==> config.mk <==
export PLATFORM = sky130hd
export DESIGN_NAME = alu_flat
export DESIGN_NICKNAME = d
export VERILOG_FILES = /design/src/rtl/alu_pkg.sv /design/src/rtl/alu_if.sv /design/src/rtl/alu_flags_reg.sv /design/src/rtl/alu.sv /design/src/flat_wrapper.sv
export SDC_FILE = /design/constraint.sdc
export NUM_CORES = 1
export LEC_CHECK = 0
export CELL_PAD_IN_SITES_DETAIL_PLACEMENT = 0
export CELL_PAD_IN_SITES_GLOBAL_PLACEMENT = 1
export CORE_ASPECT_RATIO = 0.8
export CORE_UTILIZATION = 32
export DETAILED_ROUTE_END_ITERATION = 10
export GPL_ROUTABILITY_DRIVEN = 1
export MAX_ROUTING_LAYER = met4
export PLACE_DENSITY_LB_ADDON = 0.15
export SLEW_MARGIN = 20
export SYNTH_ARGS = -nofsm -noshare
export SYNTH_HDL_FRONTEND = slang
export SYNTH_SLANG_ARGS = --single-unit
==> constraint.sdc <==
create_clock -name clk -period 9.7 [get_ports clk]
set_input_delay 2.425 -clock clk [delete_from_list [all_inputs] [get_ports clk]]
set_output_delay 2.425 -clock clk [all_outputs]
set_load 0.01 [all_outputs]
==> src/rtl/alu_pkg.sv <==
// rtl/alu_pkg.sv - shared ALU width and operation encodings
package alu_pkg;

   localparam int WORD_DEFAULT = 64;

   localparam logic [3:0] ALU_AND  = 4'b0000;
   localparam logic [3:0] ALU_OR   = 4'b0001;
   localparam logic [3:0] ALU_ADD  = 4'b0010;
   localparam logic [3:0] ALU_SUB  = 4'b0110;
   localparam logic [3:0] ALU_PASS = 4'b0111;
   localparam logic [3:0] ALU_NOR  = 4'b1100;
   localparam logic [3:0] ALU_ADDS = 4'b1010;
   localparam logic [3:0] ALU_SUBS = 4'b1110;

endpackage

==> src/rtl/alu_if.sv <==
// rtl/alu_if.sv - operand, control and result bundle for the ALU
interface alu_if #(
   parameter int WORD = alu_pkg::WORD_DEFAULT
);
   logic [WORD-1:0] a;
   logic [WORD-1:0] b;
   logic [3:0]      ALUCtl;
   logic            FlagWE;
   logic [WORD-1:0] ALUOut;
   logic            Zero;
   logic            Negative;
   logic            Co;
   logic            Overflow;
   logic [3:0]      Flags;

   modport master (
      output a, b, ALUCtl, FlagWE,
      input  ALUOut, Zero, Negative, Co, Overflow, Flags
   );

   modport slave (
      input  a, b, ALUCtl, FlagWE,
      output ALUOut, Zero, Negative, Co, Overflow, Flags
   );
endinterface

==> src/rtl/alu_flags_reg.sv <==
// rtl/alu_flags_reg.sv - 4-bit NZCV condition register, sync reset, load enable
module alu_flags_reg (
   input  logic       clk,
   input  logic       rst,
   input  logic       we,
   input  logic [3:0] d,
   output logic [3:0] q
);

   logic [3:0] flags_d;
   logic [3:0] flags_q;

   always_comb begin
      flags_d = flags_q;
      if (we) begin
         flags_d = d;
      end
   end

   // Reset wins over a simultaneous load.
   always_ff @(posedge clk) begin
      if (rst) begin
         flags_q <= 4'b0000;
      end else begin
         flags_q <= flags_d;
      end
   end

   assign q = flags_q;

endmodule

==> src/rtl/alu.sv <==
// rtl/alu.sv - combinational ALU with registered NZCV flags
module alu
   import alu_pkg::*;
#(
   parameter int WORD = WORD_DEFAULT
) (
   input  logic clk,
   input  logic rst,
   alu_if.slave bus
);

   logic [WORD-1:0] b_eff;
   logic            carry_in;
   logic [WORD:0]   sum_ext;
   logic [WORD-1:0] result;
   logic            set_cv;
   logic            co;
   logic            ovf;
   logic            zero;
   logic            neg;

   always_comb begin
      // Subtraction shares the adder as a + ~b + 1.
      carry_in = (bus.ALUCtl == ALU_SUB) || (bus.ALUCtl == ALU_SUBS);
      b_eff    = carry_in ? ~bus.b : bus.b;
      sum_ext  = {1'b0, bus.a} + {1'b0, b_eff} + {{WORD{1'b0}}, carry_in};
   end

   always_comb begin
      result = '0;
      set_cv = 1'b0;
      case (bus.ALUCtl)
         ALU_AND:  result = bus.a & bus.b;
         ALU_OR:   result = bus.a | bus.b;
         ALU_ADD:  result = sum_ext[WORD-1:0];
         ALU_SUB:  result = sum_ext[WORD-1:0];
         ALU_PASS: result = bus.b;
         ALU_NOR:  result = ~(bus.a | bus.b);
         ALU_ADDS: begin
            result = sum_ext[WORD-1:0];
            set_cv = 1'b1;
         end
         ALU_SUBS: begin
            result = sum_ext[WORD-1:0];
            set_cv = 1'b1;
         end
         default:  result = '0;
      endcase
   end

   always_comb begin
      zero = (result == '0);
      neg  = result[WORD-1];
      co   = set_cv & sum_ext[WORD];
      ovf  = set_cv & (bus.a[WORD-1] == b_eff[WORD-1]) & (result[WORD-1] != bus.a[WORD-1]);
   end

   assign bus.ALUOut   = result;
   assign bus.Zero     = zero;
   assign bus.Negative = neg;
   assign bus.Co       = co;
   assign bus.Overflow = ovf;

   alu_flags_reg u_flags (
      .clk (clk),
      .rst (rst),
      .we  (bus.FlagWE),
      .d   ({neg, zero, co, ovf}),
      .q   (bus.Flags)
   );

endmodule

==> src/flat_wrapper.sv <==
// flat-port wrapper written by rule: the top's interface ports become plain ports
module alu_flat import alu_pkg::*;
#(
   parameter int WORD = WORD_DEFAULT
)
  (clk, rst, bus_a, bus_b, bus_ALUCtl, bus_FlagWE, bus_ALUOut, bus_Zero, bus_Negative, bus_Co, bus_Overflow, bus_Flags);
  alu_if #(.WORD(WORD)) bus_i ();
  input  logic clk;
  input  logic rst;
  input wire logic [$bits(bus_i.a)-1:0] bus_a;
  input wire logic [$bits(bus_i.b)-1:0] bus_b;
  input wire logic [$bits(bus_i.ALUCtl)-1:0] bus_ALUCtl;
  input wire logic [$bits(bus_i.FlagWE)-1:0] bus_FlagWE;
  output wire logic [$bits(bus_i.ALUOut)-1:0] bus_ALUOut;
  output wire logic [$bits(bus_i.Zero)-1:0] bus_Zero;
  output wire logic [$bits(bus_i.Negative)-1:0] bus_Negative;
  output wire logic [$bits(bus_i.Co)-1:0] bus_Co;
  output wire logic [$bits(bus_i.Overflow)-1:0] bus_Overflow;
  output wire logic [$bits(bus_i.Flags)-1:0] bus_Flags;
  assign bus_i.a = bus_a;
  assign bus_i.b = bus_b;
  assign bus_i.ALUCtl = bus_ALUCtl;
  assign bus_i.FlagWE = bus_FlagWE;
  assign bus_ALUOut = bus_i.ALUOut;
  assign bus_Zero = bus_i.Zero;
  assign bus_Negative = bus_i.Negative;
  assign bus_Co = bus_i.Co;
  assign bus_Overflow = bus_i.Overflow;
  assign bus_Flags = bus_i.Flags;
  alu #(.WORD(WORD)) u_core (.clk(clk), .rst(rst), .bus(bus_i));
endmodule
Word level (Yosys, flattened, before mapping)
Index checks and enable logic that the tools add are counted.
{ "op_classes": {"n_addsub": 2, "n_eq_ne": 9, "mux": 3, "bitwise": 7, "n_reduce_logical": 5} }
{ "op_table": {"columns": ["cell", "n"], "rows": [
  ["$pmux W64 S5", 1],
  ["$not A64 Y64", 2],
  ["$add A64 B64 Y65", 1],
  ["$add A65 B1 Y65", 1],
  ["$and A64 B64 Y64", 1],
  ["$logic_not A64 Y1", 1],
  ["$mux W64", 1],
  ["$or A64 B64 Y64", 1],
  ["$eq A4 B4 Y1 const B", 3],
  ["$eq A4 B3 Y1 const B", 2],
  ["$eq A4 B1 Y1 const B", 1],
  ["$eq A4 B2 Y1 const B", 1],
  ["$logic_not A4 Y1", 1],
  ["$reduce_or A4 Y1", 1],
  ["$and A1 B1 Y1", 3],
  ["$reduce_or A2 Y1", 1],
  ["$eq A1 B1 Y1", 1],
  ["$logic_or A1 B1 Y1", 1],
  ["$mux W1", 1],
  ["$ne A1 B1 Y1", 1]
]} }
{ "totals": {"regBits": 4, "output_inout_bits": 72} }

Logic depth before layout (Yosys ltp)
Gate-level depths: netlist of run 1.
{ "depth": {"ltp_word": 8, "mapped_depth": 23, "depth_no_buf": 17} }

Modules after synthesis
Synthesis of run 1 repeated with hierarchy kept, for this count alone.
{ "hier_totals": {"hier_cells": 1130, "area_unflattened_um2": 7723.7} }
{ "by_module_without_submodules": {"columns": ["module", "instances", "cells_each", "area_per_inst_um2"], "rows": [
  ["alu", 1, 1117, 7583.5],
  ["alu_flags_reg", 1, 13, 140.1]
]} }

Worst setup path after synthesis of run 1
Ideal clock, no wire load.
{ "synth_path": {"path_kind": "input to output", "from": "in bus_ALUCtl[0]", "to": "out bus_Zero", "arrival_time_ns": 7.471, "slack_ns": -0.196, "stages": 22, "path_buffers": 6, "cell_sequence": "buf_2 -> nor2b_1 -> clkbuf_1 -> clkbuf_1 -> buf_1 -> clkbuf_1 -> nand2_1 -> clkbuf_1 -> xnor2_1 -> ha_1 -> nor2b_1 -> o31a_1 -> o211ai_2 -> nand2_2 -> a2111oi_4 -> xor2_1 -> o21ai_0 -> or4_1 -> nor4_1 -> nand4_1 -> nor4_2 -> and3_1"} }
{ "synth_via": {"elab_chain_cells": 7, "word_cells_on_any_way": 15, "cone_classes": "add/sub (2); eq/ne (7); mux (2); reduce/logical (4)"} }
{ "synth_lines": {"columns": ["item", "line", "rtl"], "rows": [
  ["start: declaration", "flat_wrapper.sv:12", "input wire logic [$bits(bus_i.ALUCtl)-1:0] bus_ALUCtl;"],
  ["$eq A4 B3 Y1 / $eq A4 B4 Y1 (equally long branches)", "alu.sv:24, alu.sv:32", null],
  ["$logic_or A1 B1 Y1", "alu.sv:24", "carry_in = (bus.ALUCtl == ALU_SUB) || (bus.ALUCtl == ALU_SUBS);"],
  ["$mux W64", "alu.sv:25", "b_eff = carry_in ? ~bus.b : bus.b;"],
  ["$add A64 B64 Y65", "alu.sv:26", "sum_ext = {1'b0, bus.a} + {1'b0, b_eff} + {{WORD{1'b0}}, carry_in};"],
  ["$add A65 B1 Y65", "alu.sv:26", null],
  ["$pmux W64 S5 (*)", "alu.sv:32", "case (bus.ALUCtl)"],
  ["via bus_ALUOut[34]", "flat_wrapper.sv:14", "output wire logic [$bits(bus_i.ALUOut)-1:0] bus_ALUOut;"],
  ["$logic_not A64 Y1 (*)", "alu.sv:52", "zero = (result == '0);"],
  ["end: declaration", "flat_wrapper.sv:15", "output wire logic [$bits(bus_i.Zero)-1:0] bus_Zero;"]
]} }
Mark *: on every way through the listed nets, which the timed path passes. The rest lies on a longest branch.

Worst setup path in the final report of run 1
{ "layout_path": {"from": "in bus_b[2]", "to": "out bus_Zero"} }
{ "layout_via": {"elab_chain_cells": 6, "word_cells_on_any_way": 9, "cone_classes": "add/sub (2); mux (2); bitwise (4); reduce/logical (1)"} }
{ "layout_lines": {"columns": ["item", "line", "rtl"], "rows": [
  ["start: declaration", "flat_wrapper.sv:11", "input wire logic [$bits(bus_i.b)-1:0] bus_b;"],
  ["$not A64 Y64", "alu.sv:25", null],
  ["$mux W64", "alu.sv:25", null],
  ["$add A64 B64 Y65", "alu.sv:26", null],
  ["$add A65 B1 Y65", "alu.sv:26", null],
  ["$pmux W64 S5 (*)", "alu.sv:32", null],
  ["$logic_not A64 Y1 (*)", "alu.sv:52", null]
]} }
Every way passes the cells marked *; elsewhere a longest branch is shown, timed or not.

==> results of run 1 <==
## path summary, 6_finish.rpt
path | start | end | cells past startpoint
worst max-delay path | bus_b[2] | bus_Zero | 20
worst min-delay path | u_core.u_flags.q[1] | u_core.u_flags.q[1] | 2
worst max register to register | u_core.u_flags.q[3] | u_core.u_flags.q[3] | 2
worst min register to register | u_core.u_flags.q[1] | u_core.u_flags.q[1] | 2
## cells by family after synthesis
kind of cell | synth area share
buffers and inverters | 0.0494
XOR/XNOR | 0.130
AND/OR/NAND/NOR | 0.232
adder cells (fa/ha/maj) | 0.203
flip-flops | 0.0102
AO/OA/AOI/OAI | 0.370
multiplexers | 0.00508
## power by group
| group | internal [mW] | total [mW] | switching [mW] |
|---|---|---|---|
| clock network | 0.0527 | 0.0649 | 0.0122 |
| registers | 0.0171 | 0.0173 | 0.000274 |
| logic | 0.558 | 1.10 | 0.538 |
| total | 0.628 | 1.18 | 0.550 |
## what timing repair did
item                       4_1_cts  5_1_grt
pin swaps                       19        6
setup endpoints to repair        2        2
hold endpoints to repair         0        0
gates resized for setup         54       12
setup buffers                   15        2
## Yosys cell counts (all sizes together), types with 6 or more instances
cell type    n
nand4       34
a21oi       99
a22oi       54
nor4        13
o31ai       65
nor2        68
a31oi        9
o21bai       6
a22o         6
o21a        14
o21ai       92
clkbuf      43
nand4b       7
xor2        24
a21o        17
o211ai       9
nand2b      11
inv         21
nor3        16
nand2      175
o22ai        6
buf         30
maj3        59
xnor2       92
ha          79
nand3       20
a211oi      11
## layout make-up
class	instances	area, sq um	share of cell area
clock buffer	3	75.1	0.00561
multi-input combinational	1079	7690	0.575
timing repair buffer	599	5050	0.378
tap	312	390	0.0292
sequential	4	80.1	0.00599
inverter	21	78.8	0.00590
## metal layers
layer | wire, um | vias up
met1 | 20000 | 5313
met5 | 0 | -
met3 | 2110 | 35
met4 | 671 | 0
li1 | - | 5530
met2 | 17600 | 344
## worst max-delay path, cell delays in order
cell	delay [ps]
clkdlybuf4s50_1	530
xnor2_2	250
ha_1	270
nor2b_2	160
buf_4	130
o31a_1	320
o211ai_1	240
nand3_2	180
a221oi_2	340
buf_4	180
xor2_1	140
o21ai_1	110
or4_4	540
nor4_2	270
buf_4	150
nand4_1	160
nor4_2	190
buf_4	200
and3_1	150
buf_2	130
## metrics by stage
stage	setup TNS [ps]	hold slack, ps	setup slack (ps)	total power, mW	std cells
final	0	480	215	1.18	2018
after global routing	-32.0	510	-32.0	1.26	2018
after CTS	0	483	32.1	1.16	2016
after detailed placement	-698	478	-634	1.06	1998
after global placement	-605	462	-583	1.06	1998
after floorplan	0	487	11.8	0.488	1177
==> run metrics, run 1 <==
Distinct cells, synth 86; Tightest Hold Check Type flip-flop to flip-flop; Filler cells 2,394; Worst-path clk slew 30 ps; Post-Synthesis Cells 1,177; Site Rows 50; Final period util 0.978; worst-margin pin slew 952 ps; reg2reg setup slack 8910 ps; Final #Nets 1,923; vias in the first global route 10,659; critical path required time 7280 ps; global-route wire length before repair 61.5 mm; RSZ-0062 raised after global routing yes; root buffer cell clkbuf_16; largest cells by area after synthesis ha_1 13%, xnor2_1 10%, nand2_1 8.3%; synthesized cell area 7880 sq um; Power Density 88.1 nW/um^2; Final min period 9490 ps; Initial Utilization 0.332; status complete, no violations; clk sinks 4; fraction of layout cells with a size suffix above 1 0.274; Setup Crit Path Kind input port to primary output; area grow syn2layout 69.6%; htree depth 1; diode count 0; initial antenna violation count 0; Initial DRT Pass Iterations 5; die width 177 um; dpl cell area 12,900 sq um; leakage power figure 5.56 nW; Syn Nets 1,392; clk_lat worst skew 220 ps; Worst setup EP type primary output; clock skew 0 ps; detailed placement HPWL 33.6 mm; core area 23,800 sq um; routability congestion estimate 0.954; met2 Use GR 0.503; Vias 11,222; Async S/R FF share, synth 0; clk buf depth 2; Iter 0 DRT Violations 844; grt met3 use 0.0206; max reg flops 4; Fin. Hold Viols 0; Die Y 142 um; Final ANT Viol Nets 0; Crit path arrival time 7060 ps; predominant post-synthesis flop cell dfxtp_1; cts hold-fix bufs 0; fin area 13,400 sq um; final setup fails 0; DIE AREA 25,300 sq um; drt drc 0; GRT overflow 0; final core occ 0.562; type of origin of the critical path input port; area leader, netlist ha_1; routed vias/inst 5.56; I/O pin cnt 207; most common cell after layout, fill and taps aside buf_4; final slew viol count 0; Port Buffers 206; Max FO, Critical Path 4; largest net degree at the start of global routing 73; met1 usage 0.456; CTS tree yes; All-Layer GR Usage 0.321; # Max-Cap Violations 0; top cell type's share of synthesized area 0.125; CTS Buf Count 3; sequential area share after synthesis 0.0102; Peak VDD IR 0.109 mV; Fmax 105 MHz; WL/cell 20.0 um; routed wire length 40.4 mm; gr busiest metal met2; Syn Area/Cell 6.70 sq um; Yosys reg bits 4; most frequent cells in the layout 387 x buf_4, 202 x clkdlybuf4s50_1, 172 x nand2_1, 87 x a21oi_1, 86 x xnor2_1; Yosys warning count 0; number of synthesized flops with an enable pin 0; Slew HR 0.365
Power figures use the tool's default switching activity.
==> inputs of run 2 (changes only) <==
- TNS_END_PERCENT: default -> 100
==> results of run 2 <==
Same layout as run 1: the final DEF is identical, and so are final timing and power.
